File: config.mk
export PLATFORM = sky130hd
export DESIGN_NAME = jtag_user_dr_ctrl
export DESIGN_NICKNAME = d
export VERILOG_FILES = /design/src/rtl/jtag_user_dr_ctrl.sv
export SDC_FILE = /design/constraint.sdc
export NUM_CORES = 1
export LEC_CHECK = 0
export BUFFER_PORTS_ARGS = -buffer_cell sky130_fd_sc_hd__buf_2
export CORE_MARGIN = 8
export CORE_UTILIZATION = 55
export CTS_CLUSTER_SIZE = 16
export DETAILED_ROUTE_END_ITERATION = 12
export GPL_TIMING_DRIVEN = 0
export PLACE_DENSITY = 0.82
export SLEW_MARGIN = 20
export SYNTH_ARGS = -nofsm -noshare
export SYNTH_HDL_FRONTEND = slang
export SYNTH_SLANG_ARGS = --single-unit
File: constraint.sdc
create_clock -name tck -period 5.3 [get_ports tck]
set_input_delay 0.53 -clock tck [delete_from_list [all_inputs] [get_ports tck]]
set_output_delay 0.53 -clock tck [all_outputs]
set_load 0.03 [all_outputs]
File: src/rtl/jtag_user_dr_ctrl.sv
// rtl/jtag_user_dr_ctrl.sv - JTAG ER1 user data register bridged to a single-request register bus
module jtag_user_dr_ctrl #(
    parameter int ADDR_W  = 6,    // at most 6: address field of the DR is 6 bits
    parameter int TIMEOUT = 255   // tck cycles to wait for bus_ack, 1..255
) (
    input  logic              tck,
    input  logic              test_logic_reset,
    input  logic              tdi,
    input  logic              shift_dr_capture_dr,
    input  logic              update_dr,
    input  logic              enable_er1,
    output logic              tdo_er1,
    output logic              bus_req,
    output logic              bus_we,
    output logic [ADDR_W-1:0] bus_addr,
    output logic [31:0]       bus_wdata,
    input  logic              bus_ack,
    input  logic [31:0]       bus_rdata
);

    typedef enum logic {
        IDLE = 1'b0,
        REQ  = 1'b1
    } state_t;

    localparam logic [7:0] TIMEOUT_L = 8'(TIMEOUT);

    logic [39:0] sr;
    logic        sdc_d;
    state_t      state;
    logic [7:0]  timer;
    logic [31:0] rdata_q;
    logic        ovr;
    logic        err;

    logic       capture;
    logic       shift;
    logic       update;
    logic       busy;
    logic [1:0] op;

    // The GW_JTAG strobe covers both capture and shift; its first cycle is the capture.
    assign capture = enable_er1 & shift_dr_capture_dr & ~sdc_d;
    assign shift   = enable_er1 & shift_dr_capture_dr & sdc_d;
    assign update  = enable_er1 & update_dr;
    assign busy    = (state == REQ);
    assign op      = sr[39:38];
    assign tdo_er1 = sr[0];

    always_ff @(posedge tck or posedge test_logic_reset) begin
        if (test_logic_reset) begin
            sr    <= '0;
            sdc_d <= 1'b0;
        end else begin
            sdc_d <= shift_dr_capture_dr;
            if (capture) begin
                sr <= {ovr, err, busy, 5'b0, rdata_q};
            end else if (shift) begin
                sr <= {tdi, sr[39:1]};
            end
        end
    end

    always_ff @(posedge tck or posedge test_logic_reset) begin
        if (test_logic_reset) begin
            state     <= IDLE;
            bus_req   <= 1'b0;
            bus_we    <= 1'b0;
            bus_addr  <= '0;
            bus_wdata <= '0;
            rdata_q   <= '0;
            timer     <= '0;
            ovr       <= 1'b0;
            err       <= 1'b0;
        end else begin
            case (state)
                IDLE: begin
                    if (update) begin
                        case (op)
                            2'b01, 2'b10: begin
                                bus_addr  <= sr[32 +: ADDR_W];
                                bus_wdata <= sr[31:0];
                                bus_we    <= op[0];
                                timer     <= TIMEOUT_L;
                                bus_req   <= 1'b1;
                                state     <= REQ;
                            end
                            2'b11: begin
                                ovr <= 1'b0;
                                err <= 1'b0;
                            end
                            default: ;
                        endcase
                    end
                end
                REQ: begin
                    // A new command cannot be queued; flag it and let the bus cycle finish.
                    if (update) begin
                        ovr <= 1'b1;
                    end
                    if (bus_ack) begin
                        if (!bus_we) begin
                            rdata_q <= bus_rdata;
                        end
                        bus_req <= 1'b0;
                        state   <= IDLE;
                    end else if (timer == 8'd1) begin
                        err     <= 1'b1;
                        bus_req <= 1'b0;
                        state   <= IDLE;
                    end else begin
                        timer <= timer - 8'd1;
                    end
                end
                default: begin
                    bus_req <= 1'b0;
                    state   <= IDLE;
                end
            endcase
        end
    end

endmodule

======== Word-level counts from Yosys, hierarchy flattened ========
Index checks and enable logic that the tools add are counted.
storage, ports and cells
  register bits after elaboration ......... 124
  latch bits .............................. 0
  RAM bits ................................ 0
  ROM bits ................................ 0
  input bits .............................. 39
  word-level logic and storage cells ...... 63
  memories kept ........................... 0
cells by class
  add/subtract/negate cells ............... 1
  multiply operators ...................... 0
  div/mod/pow operators ................... 0
  magnitude comparators ................... 0
  equality and inequality tests ........... 12
  shift operators ......................... 0
  multiplexer cells ....................... 24
  bitwise operators ....................... 7
  reductions and logical operators ........ 8
operators by type and width
  cell                   count
  $mux W40               2
  $mux W8                4
  $pmux W8 S2            1
  $mux W1                13
  $reduce_and A3 Y1      4
  $eq A8 B1 Y1 const B   1
  $ne A2 B1 Y1 const B   4
  $pmux W1 S2            4
  $reduce_and A4 Y1      2
  $sub A8 B1 Y8 const B  1
  $ne A2 B2 Y1 const B   3
  $and A1 B1 Y1          4
  $eq A2 B2 Y1 const B   2
  $ne A3 B2 Y1 const B   1
  $not A1 Y1             3
  $eq A2 B1 Y1 const B   1
  $reduce_bool A2 Y1     1
  $reduce_or A2 Y1       1

======== Longest topological paths before layout ========
Gate-level depths: netlist (run 1).
  word-level depth ........................ 5
  depth in mapped cells ................... 6
  gate-level depth less buffers ........... 6

======== Worst setup path before layout (run 1) ========
OpenSTA, ideal clock, no wires.
  path type ............................... register to register
  start ................................... reg timer[1]
  end ..................................... reg timer[5]
  setup time .............................. 0.132 ns
  arrival ................................. 1.627 ns
  setup slack ............................. 3.541 ns
  cell stages (with the launch flop) ...... 7
  buffers on the path ..................... 0
  period minus slack after synthesis ...... 1.759 ns
  cells stage by stage .................... dfrtp_1 > inv_1 > ha_1 > or3b_2 > o21ai_4 > nor3_1 > or3b_1
between the ends
  longest elaborated chain between the ends .. 4
RTL lines
  what                      RTL line  source
  start: declaration        31        logic [7:0] timer;
  start signal: assignment  112       timer <= timer - 8'd1;
  $sub A8 B1 Y8             112
  $mux W8                   107       end else if (timer == 8'd1) begin
  $mux W8                   101       if (bus_ack) begin
  $pmux W8 S2               76        case (state)
Parallel ways exist; a longest one is shown, timed or not. The select of a mux whose other input is x is not followed.
A chain may end at the register's enable or synchronous reset.

======== Worst setup path in the final report (run 1) ========
  start ................................... reg sr[39]
  end ..................................... reg bus_addr[5]
between the ends
  longest elaborated chain between the ends .. 3
RTL lines
  what                                                 RTL line  source
  start: declaration                                   28        logic [39:0] sr;
  start signal: assignment                             57        sr <= {ovr, err, busy, 5'b0, rdata_q};
  start signal: assignment                             59        sr <= {tdi, sr[39:1]};
  $eq A2 B1 Y1 / $eq A2 B2 Y1 (equally long branches)  79        case (op)
  $reduce_or A2 Y1 (*)                                 79
  $reduce_and A3 Y1 (no source line) (*)               --
  end signal: assignment                               81        bus_addr <= sr[32 +: ADDR_W];
  end: declaration                                     15        output logic [ADDR_W-1:0] bus_addr,
Every way passes the cells marked *; elsewhere a longest branch is shown, timed or not.

==> results.cfg, run 1 <==
[critical_path]
critical_path_class = reg2reg
crit_path_max_fanout = 10
rrSetupSlack_ns = 3.29
max_stage_delay_ns = 0.44
crit_path_start = sr[39]
critPathArrivalTime_ns = 2.47
cp-end-kind = flop
reg2reg_depth = 6
worst_setup_path_start_kind = flop
cpMaxStageDelayCell = clkbuf_1
crit_end = bus_addr[5]
r2r-end = bus_addr[5]
cp_cell_sequence = ha_1, and4b_1, clkbuf_1, clkbuf_1, nand2_1, nand2_1
r2r_start = sr[39]
required_ns = 5.75

[timing]
tightest_slew_ns = 0.756
setup_viol = 0
period_share_pct = 38.0
fin_crit_ns = 2.01
drv_slew = 0
clock.fmax_mhz = 497
slew_headroom_pct = 49.6
rsz0062_at_grt = no
final_hold_viol_count = 0
finClkSkew_ns = 0.00990
finalSetupTns_ns = 0

[layout]
layout_common_cells = nand2_1, dfrtp_1, buf_2
design_area_um2 = 6270
final_cells = 697
drive_gt1_share_pct = 24.9
final_common_cell = nand2_1
n_fill_cell = 640
final_util_pct = 68.9
multi_input_area_um2 = 1870
nNetsFinal = 615
register_area_um2 = 3100
syn2layout_area_growth_pct = 23.6
antennaDiodeCount = 0

[detailed_routing]
drt-total-wl_um = 11500
vias = 3789
drtIter0Drc = 200
dr.pass1.iters = 4
antenna_left = 0
wire_per_inst_um = 16.5
drc = 0
via_per_inst = 5.44

[worst_hold_path]
hp-class = in2async

[cts]
clockRootBuffer = clkbuf_8
clock-sinks = 124
htree_levels = 4
cts_hold_buf = 0
clockBufferDepth = 2
cts.reportedPaths.clkPinSlew_ns = 0.06
cts_setup_buffers = 0
cts_resized = 0
insertion_delay_ns = 0.52
cts_buffers = 17
cts_tree = yes

[synthesis]
ys.flop_type = dfrtp_1
synth_cell_types = 31
synth_seq_cells = 124
synth_edf_count = 0
yosys_warnings = 0
synth_area_um2 = 5080
synthCells = 474
seq_area_frac_synth_pct = 61.1
synth_top_area_cell = dfrtp_1
syn_nets = 516
ys_top_cells_by_area = dfrtp_1, nand2_1, mux2i_1
ys_async_sr_fraction_pct = 100
syn_avg_cell_area_um2 = 10.7
synth_top_area_share_pct = 61.1

[global_route]
grt_pass1_vias = 4002
antenna_found_initial = 0
grt_pass1_wl_um = 19500
grt_max_degree = 71
grt_use_total_pct = 19.4
gr-total-overflow = 0

[floorplan]
start_util_pct = 55.7
placementRows = 35
die_area_um2 = 12600
die_w_um = 112
ios = 80
die_height_um = 112
core_area_um2 = 9110

[power_and_ir_drop]
leakage_nw = 3.21
peakVddDrop_mv = 0.319
powerDensity_nw_per_um2 = 606
power_mw = 3.80

[placed_design]
gp_congestion = 0.840
place_inst = 665
dpl-instance-area_um2 = 5640
dp_hpwl_um = 7720
portBuffers = 79

[run]
maxCapViolCount = 0

[outcome]
status = complete, no violations
## layer usage
metal  track usage, %  share of wire, %  vias up
li1                 -                 -     1784
met1             22.6                40     1844
met2             32.2                51      133
met3             6.07               6.0       28
met4             9.17               2.8        0
met5                0                 0        -
## flip-flops by register name (all words and copies together) (netlist names)
register and cells:
bus_wdata 32, busy 1, sdc_d 1, rdata_q 32
err 1, timer 8, ovr 1, bus_addr 6
bus_we 1, bus_req 1, sr 40
## cells in the mapped netlist (3+ instances only)
cell type and number:
a21oi_1 5, buf_1 4, clkbuf_1 22, dfrtp_1 124
ha_1 3, inv_1 3, mux2_2 32, mux2i_1 36
nand2_1 166, nand3_1 7, nor2_1 5, nor3_1 6
o21ai_0 39
## logic make-up (layout without fill, tap and decap cells)
logic type	Yosys count	count (layout)	synth area share (%)
AO/OA/AOI/OAI	50	50	5.42
XOR/XNOR	2	2	0.345
adder cells (fa/ha/maj)	3	3	0.739
buffers and inverters	29	141	2.14
flip-flops	124	124	61.1
multiplexers	68	68	14.2
AND/OR/NAND/NOR	198	198	16.0
## worst max-delay path: cells and delay by family (launching register included)
family | cells | cell delay (ns)
adder cells (fa/ha/maj) | 1 | 0.31
buffers and inverters | 2 | 0.85
flip-flops | 1 | 0.41
AND/OR/NAND/NOR | 3 | 0.38
## worst min path at each step
stage	end	slack [ns]
floorplan	bus_addr[1]	0.46
global placement	bus_wdata[0]	0.45
detailed placement	bus_wdata[18]	0.46
CTS	bus_wdata[8]	0.07
global route	rdata_q[7]	0.1
finish	sr[7]	0.06
## layout make-up
type	count	share of cell area, %
buffer	26	1.56
inverter	3	0.259
clock inverter	12	3.09
timing repair buffer	80	6.74
tap	111	2.21
sequential	124	49.5
multi-input combinational	321	29.7
clock buffer	20	6.94
## metrics by stage
step	hold slack (ns)	setup WS (ns)
2_1_floorplan	0.460	1.47
3_3_place_gp	0.453	0.313
3_5_place_dp	0.458	3.34
4_1_cts	0.0658	3.29
5_1_grt	0.0963	3.17
6_report	0.0611	3.29
## power breakdown
| group | switching, mW | leakage, nW | internal [mW] | total [mW] |
|---|---|---|---|---|
| clock network | 0.405 | 0.305 | 0.820 | 1.23 |
| logic | 0.631 | 1.34 | 0.373 | 1.00 |
| registers | 0.246 | 1.56 | 1.33 | 1.57 |
No activity file was read; power rests on OpenSTA's default activity.
==> inputs of run 2 (changes only) <==
clock period = 1.9 ns   (was 5.3 ns; I/O delays follow)
==> results.cfg, run 2 (synthesis gave the netlist of run 1 again) <==
[outcome]
status = complete, no violations

[timing]
finClkSkew_ns = 0.0146
slew_headroom_pct = 49.6
clock.fmax_mhz = 541
final_hold_viol_count = 0
fin_crit_ns = 1.85
drv_slew = 0
tightest_slew_ns = 0.756
setup_viol = 0
period_share_pct = 97.2

[run]
maxCapViolCount = 0

[worst_hold_path]
holdPathStages = 3
hp-class = in2reg
hp-start = tdi
holdPathEnd = sr[39]

[power_and_ir_drop]
leakage_nw = 3.40
powerDensity_nw_per_um2 = 1580
clock_power_share_pct = 29.4
power_mw = 10.5
p_int_mw = 6.79
switching_share_pct = 35.6
peakVddDrop_mv = 0.841
power_switching_mw = 3.76
comb_power_share_pct = 28.3
sequentialPowerShare_pct = 42.2

[critical_path]
cp-end-kind = flop
r2r-end = bus_wdata[18]
critPathArrivalTime_ns = 2.30
worst_setup_path_start_kind = flop
r2r_start = sr[38]
rrSetupSlack_ns = 0.05
required_ns = 2.35
critical_path_class = reg2reg
reg2reg_depth = 5
crit_path_max_fanout = 10

[layout]
drive_gt1_share_pct = 26.4
layout_common_cells = nand2_1, dfrtp_1, buf_2
final_common_cell = nand2_1
nNetsFinal = 655
largest_reg_flops = 40
top_register = sr
largestRegisters = sr (40), bus_wdata (32), rdata_q (32)
antennaDiodeCount = 0
syn2layout_area_growth_pct = 31.8
final_util_pct = 73.5

[floorplan]
die_area_um2 = 12600
die_height_um = 112
die_w_um = 112
start_util_pct = 55.7
placementRows = 35
ios = 80
core_area_um2 = 9110

[detailed_routing]
via_per_inst = 5.58
drc = 0
drtIter0Drc = 232
dr.pass1.iters = 5
wire_per_inst_um = 17.8
antenna_left = 0
drt-total-wl_um = 13100
vias = 4112

[placed_design]
portBuffers = 79
dp_hpwl_um = 7980
gp_congestion = 0.840

[cts]
clockRootBuffer = clkbuf_8
cts_tree = yes
clock-sinks = 124
htree_levels = 4
cts_buffers = 17
cts.reportedPaths.clkPinSlew_ns = 0.06
clockBufferDepth = 2
insertion_delay_ns = 0.52

[global_route]
gr-total-overflow = 0
grt_pass1_wl_um = 21600
antenna_found_initial = 0
grt_use_total_pct = 21.5
grt_pass1_vias = 4384
grt_max_degree = 37
[run 2: cell types whose count changed in the layout (fill, tap and decap cells not counted), sizes merged, moves of 2 or more]
cell	previous run	this run
clkinv	5	7
buf	84	89
dlygate4sd3	0	37
bufinv	5	2
[run 2: power by group through the flow]
stage	clock network (mW)	registers [mW]	logic [mW]
after floorplan	0	5.00	1.26
after global placement	0	4.35	2.68
after detailed placement	0	4.40	2.83
after CTS	3.13	4.39	2.97
after global routing	3.24	4.56	3.24
final	3.11	4.45	2.99
[run 2: worst max path at each step]
| stage | cells past startpoint | slack [ns] | from | end |
|---|---|---|---|---|
| global route | 6 | -0.01 | timer[1] | timer[5] |
| detailed placement | 6 | -0.1 | sr[38] | bus_wdata[18] |
| floorplan | 6 | 0.14 | timer[1] | timer[5] |
| finish | 5 | 0.05 | sr[38] | bus_wdata[18] |
| global placement | 2 | -0.49 | test_logic_reset | bus_wdata[20] |
| CTS | 4 | 0.00004 | busy | rdata_q[29] |
[run 2: area by class of cell]
cell class,count,area (µm²)
buffer,24,103
clock buffer,21,459
clock inverter,11,118
fill,557,2410
inverter,3,15.0
multi-input combinational,321,1880
sequential,124,3100
tap,111,139
timing repair buffer,122,876
[run 2: layer usage]
metal / GRT usage (%) / routed length [µm]
met1: 24.7 / 5140
met2: 36.4 / 6780
met3: 4.72 / 709
met4: 12.6 / 497
met5: 0 / 0
[run 2: what timing repair did]
item,in CTS,in global routing
pin swaps,1,1
hold buffers,37,0
resized for setup,7,13
endpoints found under the hold margin,54,0
setup buffers,2,0
setup endpoints to repair,45,34
[run 2: worst max-delay path: stages (launching register included)]
cell	delay [ns]
dfrtp_1	0.42
ha_1	0.34
and4b_1	0.50
clkbuf_2	0.34
nand2_1	0.10
nand2_1	0.07
[run 2: metrics by stage]
| step | hold WS [ns] | area, µm² | TNS [ns] | cells | setup WS (ns) |
|---|---|---|---|---|---|
| 6_report | 0.0117 | 6690 | 0 | 737 | 0.0530 |
| 5_1_grt | 0.0836 | 6690 | -0.0121 | 737 | -0.0121 |
| 4_1_cts | 0.00280 | 6680 | 0 | 738 | 0.0000415 |
| 3_5_place_dp | 0.234 | 5710 | -1.23 | 668 | -0.0985 |
| 3_3_place_gp | 0.328 | 5620 | -59.76 | 664 | -0.486 |
| 2_1_floorplan | 0.221 | 5080 | 0 | 474 | 0.141 |
==> inputs of run 3 (changes only) <==
CELL_PAD_IN_SITES_DETAIL_PLACEMENT = 1   (was default)
CELL_PAD_IN_SITES_GLOBAL_PLACEMENT = 2   (was default)
CORE_UTILIZATION = 36   (was 55)
PLACE_DENSITY = 0.83   (was 0.82)
==> results.cfg, run 3 (synthesis gave the netlist of run 1 again) <==
[timing]
slew_headroom_pct = 45.3
drv_slew = 0
finClkSkew_ns = 0.0155
clock.fmax_mhz = 554
tightest_slew_ns = 0.820
setup_viol = 0
final_hold_viol_count = 0
finalSetupTns_ns = 0
rsz0062_at_grt = no
period_share_pct = 95.0
fin_crit_ns = 1.81

[global_route]
grt_pass1_vias = 4271
gr-total-overflow = 0
grt_pass1_wl_um = 22100
antenna_found_initial = 0
grt_max_degree = 35
grt_use_total_pct = 15.5

[layout]
syn2layout_area_growth_pct = 27.4
largest_reg_flops = 40
nNetsFinal = 630
layout_common_cells = nand2_1, dfrtp_1, buf_2
top_register = sr
antennaDiodeCount = 0
n_fill_cell = 1528
drive_gt1_share_pct = 26.3
final_common_cell = nand2_1
largestRegisters = sr (40), bus_wdata (32), rdata_q (32)

[critical_path]
cpMaxStageDelayCell = or3b_4
critPathArrivalTime_ns = 2.09
cp-end-kind = flop
cp_top_family = simple AND/OR/NAND/NOR gates
crit_buf_inv = 1
critical_path_class = reg2reg
max_stage_delay_ns = 0.42
cp_cell_sequence = inv_2, ha_1, or3b_4, o21ai_4, nor3_1, or3b_1
required_ns = 2.18
worst_setup_path_start_kind = flop
crit_path_max_fanout = 3

[floorplan]
die_w_um = 135
die_area_um2 = 18200
placementRows = 43
start_util_pct = 36.7
core_area_um2 = 13800
die_height_um = 135
ios = 80

[cts]
cts_tree = yes
cts.reportedPaths.clkPinSlew_ns = 0.06
clock-sinks = 124
insertion_delay_ns = 0.41
cts_buffers = 17
htree_levels = 4
clockRootBuffer = clkbuf_16
clockBufferDepth = 2

[detailed_routing]
drtIter0Drc = 181
drt-total-wl_um = 13100
vias = 3790
dr.pass1.iters = 4
drc = 0
via_per_inst = 4.88
antenna_left = 0
wire_per_inst_um = 16.9

[run]
maxCapViolCount = 0

[power_and_ir_drop]
power_switching_mw = 3.55
leakage_nw = 3.27
sequentialPowerShare_pct = 43.4
p_int_mw = 6.65
peakVddDrop_mv = 0.684
switching_share_pct = 34.8
powerDensity_nw_per_um2 = 1580
power_mw = 10.2
comb_power_share_pct = 27.9
clock_power_share_pct = 28.6

[worst_hold_path]
hp-class = in2reg

[placed_design]
dp_hpwl_um = 9190
portBuffers = 79
gp_congestion = 0.742

[outcome]
status = complete, no violations
==> run 3: cell count changes in the layout (fill, tap and decap cells not counted), moves of 2 or more <==
| cell | before | now |
|---|---|---|
| clkinvlp_4 | 3 | 1 |
| clkbuf_1 | 12 | 16 |
| dlygate4sd3_1 | 37 | 11 |
| clkinv_4 | 2 | 0 |
| clkinv_2 | 5 | 2 |
==> run 3: final timing paths <==
| kind | startpoint | endpoint | slack, ns | cells after the start |
|---|---|---|---|---|
| worst min-delay path | bus_rdata[24] | rdata_q[24] | 0.01 | 2 |
| max in group asynchronous | test_logic_reset | rdata_q[30] | 0.81 | 5 |
| worst max register to register | timer[1] | timer[5] | 0.09 | 6 |
| worst max-delay path | timer[1] | timer[5] | 0.09 | 6 |
| worst min register to register | bus_wdata[26] | bus_wdata[26] | 0.47 | 2 |
| min in group asynchronous | test_logic_reset | rdata_q[17] | 0.37 | 3 |
==> run 3: repair_timing <==
| action | in CTS | in global routing |
|---|---|---|
| hold endpoints to repair | 23 | 3 |
| setup endpoints to repair | 59 | 53 |
| hold buffers | 8 | 3 |
| buffers inserted | 1 | 2 |
| pin swaps | 1 | 0 |
| gates resized for setup | 8 | 8 |
==> run 3: layer usage <==
metal	up-vias	GRT usage, %	wire [µm]
met2	63	26.0	6700
met1	1907	18.5	5800
met3	15	4.53	440
li1	1805	-	-
met4	0	5.36	177
met5	-	0	0
==> run 3: area by class of cell <==
class	count	area, µm²	share of cell area [%]
clock inverter	3	40.0	0.619
tap	180	225	3.48
inverter	3	15.0	0.232
buffer	24	101	1.57
clock buffer	24	482	7.45
multi-input combinational	321	1880	29.1
timing repair buffer	97	623	9.63
sequential	124	3100	48.0
==> run 3: stage by stage <==
stage / setup slack, ns / instance area [µm²] / util (%) / hold WS, ns / std cells
floorplan: 0.141 / 5080 / - / 0.221 / 474
finish: 0.0947 / 6470 / 46.8 / 0.0113 / 776
CTS: 0.000111 / 6410 / 46.4 / 0.000103 / 772
global route: 0.00975 / 6470 / 46.8 / 0.000464 / 776
global placement: -0.644 / 5700 / 41.2 / 0.330 / 733
detailed placement: -0.252 / 5800 / 41.9 / 0.232 / 737
==> run 3: power by group through the flow <==
| stage | registers (mW) | logic (mW) | clock network [mW] |
|---|---|---|---|
| final | 4.43 | 2.85 | 2.92 |
| after floorplan | 5.00 | 1.26 | 0 |
| after CTS | 4.42 | 2.91 | 2.97 |
| after global placement | 4.38 | 2.72 | 0 |
| after detailed placement | 4.44 | 2.85 | 0 |
| after global routing | 4.57 | 3.17 | 3.10 |
